[src/rtl/cache_ctrl_pkg.sv]
// cache_ctrl_pkg: shared types, sizes and address helpers for the cache fill controller.
package cache_ctrl_pkg;
  localparam int ADDR_W = 16;
  localparam int DATA_W = 16;
  localparam int BLOCK_WORDS = 8;
  localparam int MEM_LAT = 4;
  localparam int OFF_W = 4;
  localparam int CNT_W = $clog2(BLOCK_WORDS);
  typedef enum logic [1:0] {IDLE, FILL, TAG} state_t;
  typedef enum logic {OWN_I, OWN_D} owner_t;
  function automatic logic [ADDR_W-1:0] block_base(input logic [ADDR_W-1:0] a);
    return {a[ADDR_W-1:OFF_W], {OFF_W{1'b0}}};
  endfunction
  // Byte address of 16-bit word idx inside the block starting at base.
  function automatic logic [ADDR_W-1:0] word_addr(input logic [ADDR_W-1:0] base, input logic [CNT_W-1:0] idx);
    return {base[ADDR_W-1:OFF_W], idx, 1'b0};
  endfunction
endpackage

[src/rtl/cache_fill_ctrl_if.sv]
// cache_fill_ctrl_if: cache miss, memory port and fill strobe signals of the fill controller.
interface cache_fill_ctrl_if;
  import cache_ctrl_pkg::*;
  logic icache_miss;
  logic [ADDR_W-1:0] icache_addr;
  logic dcache_miss;
  logic [ADDR_W-1:0] dcache_addr;
  logic mem_data_valid;
  logic [DATA_W-1:0] mem_data_out;
  logic mem_en;
  logic [ADDR_W-1:0] mem_addr;
  logic [DATA_W-1:0] fill_data;
  logic [ADDR_W-1:0] fill_addr;
  logic i_write_data_array;
  logic d_write_data_array;
  logic i_write_tag_array;
  logic d_write_tag_array;
  logic i_stall;
  logic d_stall;
  logic busy;
  modport master (
    input icache_miss, icache_addr, dcache_miss, dcache_addr, mem_data_valid, mem_data_out,
    output mem_en, mem_addr, fill_data, fill_addr, i_write_data_array, d_write_data_array,
    output i_write_tag_array, d_write_tag_array, i_stall, d_stall, busy
  );
  modport slave (
    output icache_miss, icache_addr, dcache_miss, dcache_addr, mem_data_valid, mem_data_out,
    input mem_en, mem_addr, fill_data, fill_addr, i_write_data_array, d_write_data_array,
    input i_write_tag_array, d_write_tag_array, i_stall, d_stall, busy
  );
endinterface

[src/rtl/fill_word_counter.sv]
// fill_word_counter: block word index that saturates at the last word and raises a sticky done flag.
module fill_word_counter
  import cache_ctrl_pkg::*;
(
  input  logic             clk,
  input  logic             rst,
  input  logic             en,
  input  logic             clr,
  output logic [CNT_W-1:0] cnt,
  output logic             done
);
  logic last;
  assign last = cnt == CNT_W'(BLOCK_WORDS - 1);
  always_ff @(posedge clk or negedge rst)
    if (!rst) begin
      cnt <= '0;
      done <= 1'b0;
    end else if (clr) begin
      cnt <= '0;
      done <= 1'b0;
    end else if (en && !done) begin
      cnt <= last ? cnt : cnt + 1'b1;
      done <= last;
    end
endmodule

[src/rtl/cache_fill_ctrl.sv]
// cache_fill_ctrl: I/D cache block fill sequencer over one shared pipelined memory port.
// Define CACHE_FILL_RR_EN for round-robin on simultaneous misses; default is D over I.
module cache_fill_ctrl
  import cache_ctrl_pkg::*;
(
  input  logic clk,
  input  logic rst,
  cache_fill_ctrl_if.master bus
);
  state_t state;
  owner_t owner, grant;
  logic [ADDR_W-1:0] base;
  logic [CNT_W-1:0] issue_cnt, recv_cnt;
  logic issue_done, recv_done, any_miss, issue_en, recv_en, fill_end;
  assign any_miss = bus.icache_miss | bus.dcache_miss;
  assign issue_en = state == FILL && !issue_done;
  // Completion is counted in returned words, so memory may stretch its latency freely.
  assign recv_en = state == FILL && bus.mem_data_valid && !recv_done;
  assign fill_end = recv_en && recv_cnt == CNT_W'(BLOCK_WORDS - 1);
`ifdef CACHE_FILL_RR_EN
  owner_t last_grant;
  assign grant = bus.icache_miss && bus.dcache_miss ? (last_grant == OWN_I ? OWN_D : OWN_I)
               : bus.dcache_miss ? OWN_D : OWN_I;
  always_ff @(posedge clk or negedge rst)
    if (!rst) last_grant <= OWN_I;
    else if (state == IDLE && any_miss) last_grant <= grant;
`else
  assign grant = bus.dcache_miss ? OWN_D : OWN_I;
`endif
  fill_word_counter u_issue (
    .clk(clk), .rst(rst), .en(issue_en), .clr(state != FILL), .cnt(issue_cnt), .done(issue_done)
  );
  fill_word_counter u_recv (
    .clk(clk), .rst(rst), .en(recv_en), .clr(state != FILL), .cnt(recv_cnt), .done(recv_done)
  );
  assign bus.i_write_data_array = recv_en && owner == OWN_I;
  assign bus.d_write_data_array = recv_en && owner == OWN_D;
  assign bus.fill_data = recv_en ? bus.mem_data_out : '0;
  assign bus.fill_addr = recv_en ? word_addr(base, recv_cnt) : '0;
  assign bus.i_stall = bus.icache_miss | (owner == OWN_I && state != IDLE);
  assign bus.d_stall = bus.dcache_miss | (owner == OWN_D && state != IDLE);
  assign bus.busy = state != IDLE;
  always_ff @(posedge clk or negedge rst)
    if (!rst) begin
      state <= IDLE;
      owner <= OWN_I;
      base <= '0;
      bus.mem_en <= 1'b0;
      bus.mem_addr <= '0;
      bus.i_write_tag_array <= 1'b0;
      bus.d_write_tag_array <= 1'b0;
    end else begin
      bus.mem_en <= issue_en;
      bus.mem_addr <= issue_en ? word_addr(base, issue_cnt) : bus.mem_addr;
      bus.i_write_tag_array <= fill_end && owner == OWN_I;
      bus.d_write_tag_array <= fill_end && owner == OWN_D;
      case (state)
        IDLE: if (any_miss) begin
          state <= FILL;
          owner <= grant;
          base <= block_base(grant == OWN_D ? bus.dcache_addr : bus.icache_addr);
        end
        FILL: state <= fill_end ? TAG : FILL;
        default: state <= IDLE;
      endcase
    end
endmodule

[src/flat_wrapper.sv]
// flat-port wrapper written by rule: the top's interface ports become plain ports
module cache_fill_ctrl_flat import cache_ctrl_pkg::*;
  (clk, rst, bus_icache_miss, bus_icache_addr, bus_dcache_miss, bus_dcache_addr, bus_mem_data_valid, bus_mem_data_out, bus_mem_en, bus_mem_addr, bus_fill_data, bus_fill_addr, bus_i_write_data_array, bus_d_write_data_array, bus_i_write_tag_array, bus_d_write_tag_array, bus_i_stall, bus_d_stall, bus_busy);
  cache_fill_ctrl_if bus_i ();
  input  logic clk;
  input  logic rst;
  input wire logic [$bits(bus_i.icache_miss)-1:0] bus_icache_miss;
  input wire logic [$bits(bus_i.icache_addr)-1:0] bus_icache_addr;
  input wire logic [$bits(bus_i.dcache_miss)-1:0] bus_dcache_miss;
  input wire logic [$bits(bus_i.dcache_addr)-1:0] bus_dcache_addr;
  input wire logic [$bits(bus_i.mem_data_valid)-1:0] bus_mem_data_valid;
  input wire logic [$bits(bus_i.mem_data_out)-1:0] bus_mem_data_out;
  output wire logic [$bits(bus_i.mem_en)-1:0] bus_mem_en;
  output wire logic [$bits(bus_i.mem_addr)-1:0] bus_mem_addr;
  output wire logic [$bits(bus_i.fill_data)-1:0] bus_fill_data;
  output wire logic [$bits(bus_i.fill_addr)-1:0] bus_fill_addr;
  output wire logic [$bits(bus_i.i_write_data_array)-1:0] bus_i_write_data_array;
  output wire logic [$bits(bus_i.d_write_data_array)-1:0] bus_d_write_data_array;
  output wire logic [$bits(bus_i.i_write_tag_array)-1:0] bus_i_write_tag_array;
  output wire logic [$bits(bus_i.d_write_tag_array)-1:0] bus_d_write_tag_array;
  output wire logic [$bits(bus_i.i_stall)-1:0] bus_i_stall;
  output wire logic [$bits(bus_i.d_stall)-1:0] bus_d_stall;
  output wire logic [$bits(bus_i.busy)-1:0] bus_busy;
  assign bus_i.icache_miss = bus_icache_miss;
  assign bus_i.icache_addr = bus_icache_addr;
  assign bus_i.dcache_miss = bus_dcache_miss;
  assign bus_i.dcache_addr = bus_dcache_addr;
  assign bus_i.mem_data_valid = bus_mem_data_valid;
  assign bus_i.mem_data_out = bus_mem_data_out;
  assign bus_mem_en = bus_i.mem_en;
  assign bus_mem_addr = bus_i.mem_addr;
  assign bus_fill_data = bus_i.fill_data;
  assign bus_fill_addr = bus_i.fill_addr;
  assign bus_i_write_data_array = bus_i.i_write_data_array;
  assign bus_d_write_data_array = bus_i.d_write_data_array;
  assign bus_i_write_tag_array = bus_i.i_write_tag_array;
  assign bus_d_write_tag_array = bus_i.d_write_tag_array;
  assign bus_i_stall = bus_i.i_stall;
  assign bus_d_stall = bus_i.d_stall;
  assign bus_busy = bus_i.busy;
  cache_fill_ctrl u_core (.clk(clk), .rst(rst), .bus(bus_i));
endmodule
[config.mk]
export PLATFORM = sky130hd
export DESIGN_NAME = cache_fill_ctrl_flat
export DESIGN_NICKNAME = d
export VERILOG_FILES = /design/src/rtl/cache_ctrl_pkg.sv /design/src/rtl/cache_fill_ctrl_if.sv /design/src/rtl/fill_word_counter.sv /design/src/rtl/cache_fill_ctrl.sv /design/src/flat_wrapper.sv
export SDC_FILE = /design/constraint.sdc
export NUM_CORES = 1
export LEC_CHECK = 0
export CAP_MARGIN = 5
export CORE_MARGIN = 10
export CORE_UTILIZATION = 43
export DETAILED_ROUTE_END_ITERATION = 10
export PLACE_DENSITY = 0.92
export SYNTH_ARGS = -nofsm -noshare
export SYNTH_HDL_FRONTEND = slang
export SYNTH_SLANG_ARGS = --single-unit
[constraint.sdc]
create_clock -name clk -period 2.6 [get_ports clk]
set_input_delay 0.39 -clock clk [delete_from_list [all_inputs] [get_ports clk]]
set_output_delay 0.39 -clock clk [all_outputs]
set_load 0.005 [all_outputs]
Word level (Yosys, flattened, before mapping) --
Index checks and enable logic that the tools add are counted.
Cells by class: equality and inequality tests 7, muxes and demuxes 17, reduce and logical (&&, ||, !) cells 21, bitwise gates (word level) 4, add/sub/neg operators 2
Operators with widths (number):
- 16-bit 2-to-1 mux | 3
- 3-bit 2-to-1 mux | 6
- 1-bit logical AND | 12
- 3-bit by 1-bit adder with 3-bit output, second input constant | 2
- 3-bit equality test, second input constant | 2
- 2-bit by 1-bit inequality test with 1-bit output, second input constant | 3
- 2-bit AND reduction | 3
- 2-bit nonzero test | 3
- 1-bit 2-to-1 mux | 5
- 2-bit 2-to-1 mux | 2
- 2-bit one-hot mux with 2 select lines | 1
- 1-bit OR | 3
- 2-bit by 1-bit equality test with 1-bit output, second input constant | 1
- 1-bit zero test | 2
- 2-bit zero test | 1
- 2-bit inequality test, second input constant | 1
- 1-bit NOT | 1
Storage, ports and cells: logic and storage cells 62, flip-flop bits (word level) 41, input port bits 53, output and inout bits 56

Longest topological paths before layout --
depth after elaboration 6, depth in mapped cells 5, depth with buffers taken out 5

Cells and area by module --
Synthesis repeated with hierarchy kept, for this count alone.
Unflattened totals: cell total of the unflattened synthesis 167, area total of the unflattened synthesis 2179.6 µm²
By module, submodules not included:
- cache_fill_ctrl | cells an instance 131, area each 1734.2 µm², sequential area each 825.8 µm², times used 1
- fill_word_counter | cells an instance 18, area each 222.7 µm², sequential area each 100.1 µm², times used 2

Worst setup path before layout --
OpenSTA, ideal clock, no wires.
path kind reg2out, from register u_core.state[1], to output bus_d_write_data_array, data required time 2210 ps, arrival time 1093 ps, setup slack 1117 ps, path buffers 1, stages on the path, launching flop included 4, cell sequence dfrtp_1 > and4bb_2 > clkbuf_1 > and2_1
On the way: longest elaborated chain between the ends 4
RTL lines:
- from (decl) | RTL line cache_fill_ctrl.sv:10 | state_t state;
- from (signal assigned) | RTL line cache_fill_ctrl.sv:63 | FILL: state <= fill_end ? TAG : FILL;
- 2-bit by 1-bit equality test with 1-bit output | RTL line cache_fill_ctrl.sv:18 | assign recv_en = state == FILL && bus.mem_data_valid && !recv_done;
- 1-bit logical AND (2 in a row) | RTL line cache_fill_ctrl.sv:18
- 1-bit logical AND | RTL line cache_fill_ctrl.sv:37 | assign bus.d_write_data_array = recv_en && owner == OWN_D;
- to (decl) | RTL line flat_wrapper.sv:18 | output wire logic [$bits(bus_i.d_write_data_array)-1:0] bus_d_write_data_array;
No other way between the ends.

Worst setup path after layout --
from input bus_mem_data_valid, to output bus_i_write_data_array
On the way: longest elaborated chain between the ends 3
RTL lines:
- from (decl) | RTL line flat_wrapper.sv:11 | input wire logic [$bits(bus_i.mem_data_valid)-1:0] bus_mem_data_valid;
- 1-bit logical AND (2 in a row) | RTL line cache_fill_ctrl.sv:18
- 1-bit logical AND | RTL line cache_fill_ctrl.sv:36 | assign bus.i_write_data_array = recv_en && owner == OWN_I;
- to (decl) | RTL line flat_wrapper.sv:17 | output wire logic [$bits(bus_i.i_write_data_array)-1:0] bus_i_write_data_array;
No other way between the ends.

==> run_results.csv <==
group,metric,value,unit
clocking,cts_sinks,41,
outcome,run_status,"finished clean",
clocking,cts.root.buffer_cell,"sky130_fd_sc_hd__clkbuf_8",
worst_setup_path,arrival_time_worst_endpoint,2010,ps
timing,timing.final.hold_violations,0,
timing,worst_clock_skew,3.10,ps
die,number_of_rows_created_at_floorplan,25,
final_layout,post_layout_nonfiller_instances,330,
die,placeableCoreArea,0.00472,sq mm
final_layout,final_layout_size_suffix_gt1_share,17.1,%
detailed_routing,drt_iter0_drc,44,
final_layout,num_antenna_cells,0,
timing,worst_slew_margin_rel,41.0,%
yosys,ys_seq_elements,41,
yosys,synth.largest_area_cell,"sky130_fd_sc_hd__dfrtp_1",
yosys,synth_sequential_area_ratio,48.7,%
yosys,synth.top_cells.by_count,"41 x sky130_fd_sc_hd__dfrtp_1, 32 x sky130_fd_sc_hd__and2_1, 16 x sky130_fd_sc_hd__mux2_4",
yosys,post-synth-top-area-fraction,48.7,%
clocking,ctsHoldBuffers,0,
detailed_routing,drt-wirelength-per-cell,16.5,microns
yosys,synth.top_cells.by_area,"sky130_fd_sc_hd__dfrtp_1 49%, sky130_fd_sc_hd__mux2_4 11%, sky130_fd_sc_hd__and2_1 9.5%",
yosys,post_synth.cell_area_avg,12.8,sq um
timing,timing.final.crit_period,2400,ps
clocking,cts-htree-levels,2,
detailed_routing,first_pass_iteration_count_of_the_detailed_router,4,
power_and_ir_drop,p_per_area,985,mW/mm^2
detailed_routing,vias_per_cell,4.74,
clocking,insertion_delay,280,ps
yosys,postSynth.asyncResetShare,100,%
die,floorplan_die_width,90,microns
timing,final.setup.tns,0,ps
yosys,mappedNetlistArea,0.00211,sq mm
hold_path,type_of_the_tightest_min_delay_check,"input pin to async pin",
worst_setup_path,crit-reg2reg-launch,"u_core.state[1]",
clocking,cts.clk_slew.worst_paths,70,ps
worst_setup_path,crit_chain,"clkdlybuf4s50_1 > and4bb_2 > buf_4 > nor2b_1 > clkdlybuf4s50_1",
worst_setup_path,critical_path_buf_inv_count,3,
worst_setup_path,path_class,"input pin to primary output",
detailed_routing,vias,1563,
clocking,clock_path_buffers,2,
yosys,synth_edf_count,0,
global_route,grt_pass1_wl,8.84,mm
placement,portBuffers,98,
clocking,clock_tree_from_tritoncts,"built",
yosys,synthMostInstantiatedCell,"sky130_fd_sc_hd__dfrtp_1",
worst_setup_path,cp_slowest_cell,"sky130_fd_sc_hd__clkdlybuf4s50_1",
power_and_ir_drop,cellLeakagePower,0.00138,uW
timing,max_slew.worst_pin.slew,885,ps
worst_setup_path,startpoint,"bus_mem_data_valid",
timing,setup_violations_final,0,
worst_setup_path,crit_path_frequent_cell,"sky130_fd_sc_hd__clkdlybuf4s50_1",
final_layout,seq_area,0.00103,sq mm
die,die_y,90,microns
timing,final_max_slew_viol_count,0,
placement,dp.final_hpwl,4.39,mm
worst_setup_path,max_stage_delay,520,ps
final_layout,layout.filler_cells,359,
worst_setup_path,worstSetupEndpointType,"primary output",
global_route,via_count_of_the_first_global_routing_pass,1700,
yosys,synth_flop_cell,"sky130_fd_sc_hd__dfrtp_1",
detailed_routing,antenna_violation_net_count_after_detailed_routing,0,
final_layout,multi_input_comb_area,982,sq um
worst_setup_path,crit_family,"buffers and inverters",
clocking,cts.repair_timing.setup_buffer_count,0,
placement,globalplace.congestion,0.702,
die,effective_utilization_at_floorplan,44.6,%
timing,post-route-period-util,92.1,%
global_route,global_route.usage.total,13.3,%
global_route,antenna_violations_before_repair,0,
final_layout,nets,320,
timing,achievable-frequency,417,MHz
timing,worst_hold_slack_across_all_endpoints,219,ps
worst_setup_path,critical_path_peak_fanout,22,
detailed_routing,number_of_design_rule_violations_left_after_detail_routing,0,
worst_setup_path,cp_data_required_time,2210,ps
global_route,grt_max_degree,42,
detailed_routing,drt-total-wl,5.44,mm
clocking,post_cts_resized,0,
worst_setup_path,setup.worst_path.start_class,"input pin",
yosys,synth.distinct_cells,31,
yosys,synthCells,164,
final_layout,syn_to_final_growth,51.3,%
die,pin_count,109,
yosys,yosysWarningCount,0,
die,fp.dieArea,0.00810,sq mm
power_and_ir_drop,ir_drop,0.577,mV
placement,place.detailed.instances,323,
timing,setup_repair_after_global_routing_missed_its_margin,"false",
clocking,tritoncts.num_buffers,5,
global_route,grt_overflow_total,0,
job,timing.max_cap.violations,0,
power breakdown:
part / total (uW) / leakage, uW / switching, uW / internal (uW)
clock: 408 / 0.0000443 / 197 / 210
sequential: 1150 / 0.000499 / 210 / 939
combinational: 1580 / 0.000835 / 545 / 1040
total: 3140 / 0.00138 / 953 / 2190
state kept, by name, summed over array words and instances, names as in the netlist:
signal / count
u_core.base: 12
u_core.bus.d_write_tag_array: 1
u_core.bus.i_write_tag_array: 1
u_core.bus.mem_addr: 15
u_core.bus.mem_en: 1
u_core.owner: 1
u_core.state: 2
u_core.u_issue.cnt: 3
u_core.u_issue.done: 1
u_core.u_recv.cnt: 3
u_core.u_recv.done: 1
cells by family after synthesis:
group / after synthesis / synth area share (%)
and+or+nand+nor: 54 / 16.1
xor gates and xnor gates: 2 / 0.832
AOI/OAI and AO/OA: 8 / 2.32
muxes: 41 / 24.6
adders and majority gates: 4 / 2.38
DFF: 41 / 48.7
buffers and inverters: 13 / 4.87
other: 1 / 0.178
cell type report:
| type | instances | area share, % |
|---|---|---|
| Sequential cell | 41 | 32.2 |
| Tap cell | 67 | 2.63 |
| Timing Repair Buffer | 101 | 31.3 |
| Inverter | 3 | 0.353 |
| Clock buffer | 7 | 2.71 |
| Multi-Input combinational cell | 111 | 30.8 |
metal layers:
metal / routed length (microns) / GRT usage (%) / share of wire, % / up-vias
met5: 0 / 0 / 0 / -
met4: 40 / 3.58 / 0.73 / 0
met1: 2410 / 15.5 / 44 / 745
met3: 423 / 4.49 / 7.8 / 6
met2: 2570 / 22.6 / 47 / 71
li1: - / - / - / 741
per-stage QoR:
step / total power, uW / utilization, % / setup WS [ps] / instance area [sq um]
2_1_floorplan: 2000 / - / 1120 / 2110
3_3_place_gp: 2710 / 65.7 / 208 / 3100
3_5_place_dp: 2770 / 65.7 / 171 / 3100
4_1_cts: 3190 / 67.5 / 171 / 3190
5_1_grt: 3370 / 67.5 / 89.5 / 3190
6_report: 3140 / 67.5 / 204 / 3190
worst paths after layout:
kind	endpoint	slack, ps	cells past startpoint
setup / recovery	bus_i_write_data_array	200	5
hold / removal	u_core.bus.mem_addr[10]	220	1
setup reg to reg	u_core.bus.mem_addr[4]	920	3
hold reg to reg	u_core.bus.mem_addr[3]	490	1
max in group asynchronous	u_core.base[14]	1820	1
min in group clk	u_core.bus.mem_addr[3]	490	1
cells in the final DEF, fill, tap and decap left out:
master	synthesis	routed
sky130_fd_sc_hd__clkdlybuf4s50_1	0	97
sky130_fd_sc_hd__dfrtp_1	41	41
sky130_fd_sc_hd__and2_1	32	32
sky130_fd_sc_hd__mux2_4	16	16
sky130_fd_sc_hd__mux2_2	12	12
sky130_fd_sc_hd__mux2_1	11	11
sky130_fd_sc_hd__nor2_1	7	7
sky130_fd_sc_hd__clkbuf_8	0	6
sky130_fd_sc_hd__nand2_1	4	4
sky130_fd_sc_hd__ha_1	4	4
sky130_fd_sc_hd__o21ai_0	3	3
sky130_fd_sc_hd__buf_4	2	3
sky130_fd_sc_hd__nor2_2	2	2
sky130_fd_sc_hd__mux2i_1	2	2
sky130_fd_sc_hd__xnor2_1	2	2
sky130_fd_sc_hd__inv_1	2	2
sky130_fd_sc_hd__nor3_1	2	2
sky130_fd_sc_hd__a21oi_1	2	2
sky130_fd_sc_hd__conb_1	1	2
sky130_fd_sc_hd__and4bb_2	1	1
sky130_fd_sc_hd__inv_2	1	1
sky130_fd_sc_hd__nor2b_1	1	1
sky130_fd_sc_hd__o21bai_1	1	1
sky130_fd_sc_hd__a21o_1	1	1
sky130_fd_sc_hd__nand2b_1	1	1
sky130_fd_sc_hd__nor2_8	1	1
sky130_fd_sc_hd__and3_1	1	1
sky130_fd_sc_hd__nor2_4	1	1
sky130_fd_sc_hd__nor3b_2	1	1
sky130_fd_sc_hd__a22o_1	1	1
sky130_fd_sc_hd__clkbuf_1	3	1
sky130_fd_sc_hd__buf_2	0	1
(Power assumes the default switching activity.)
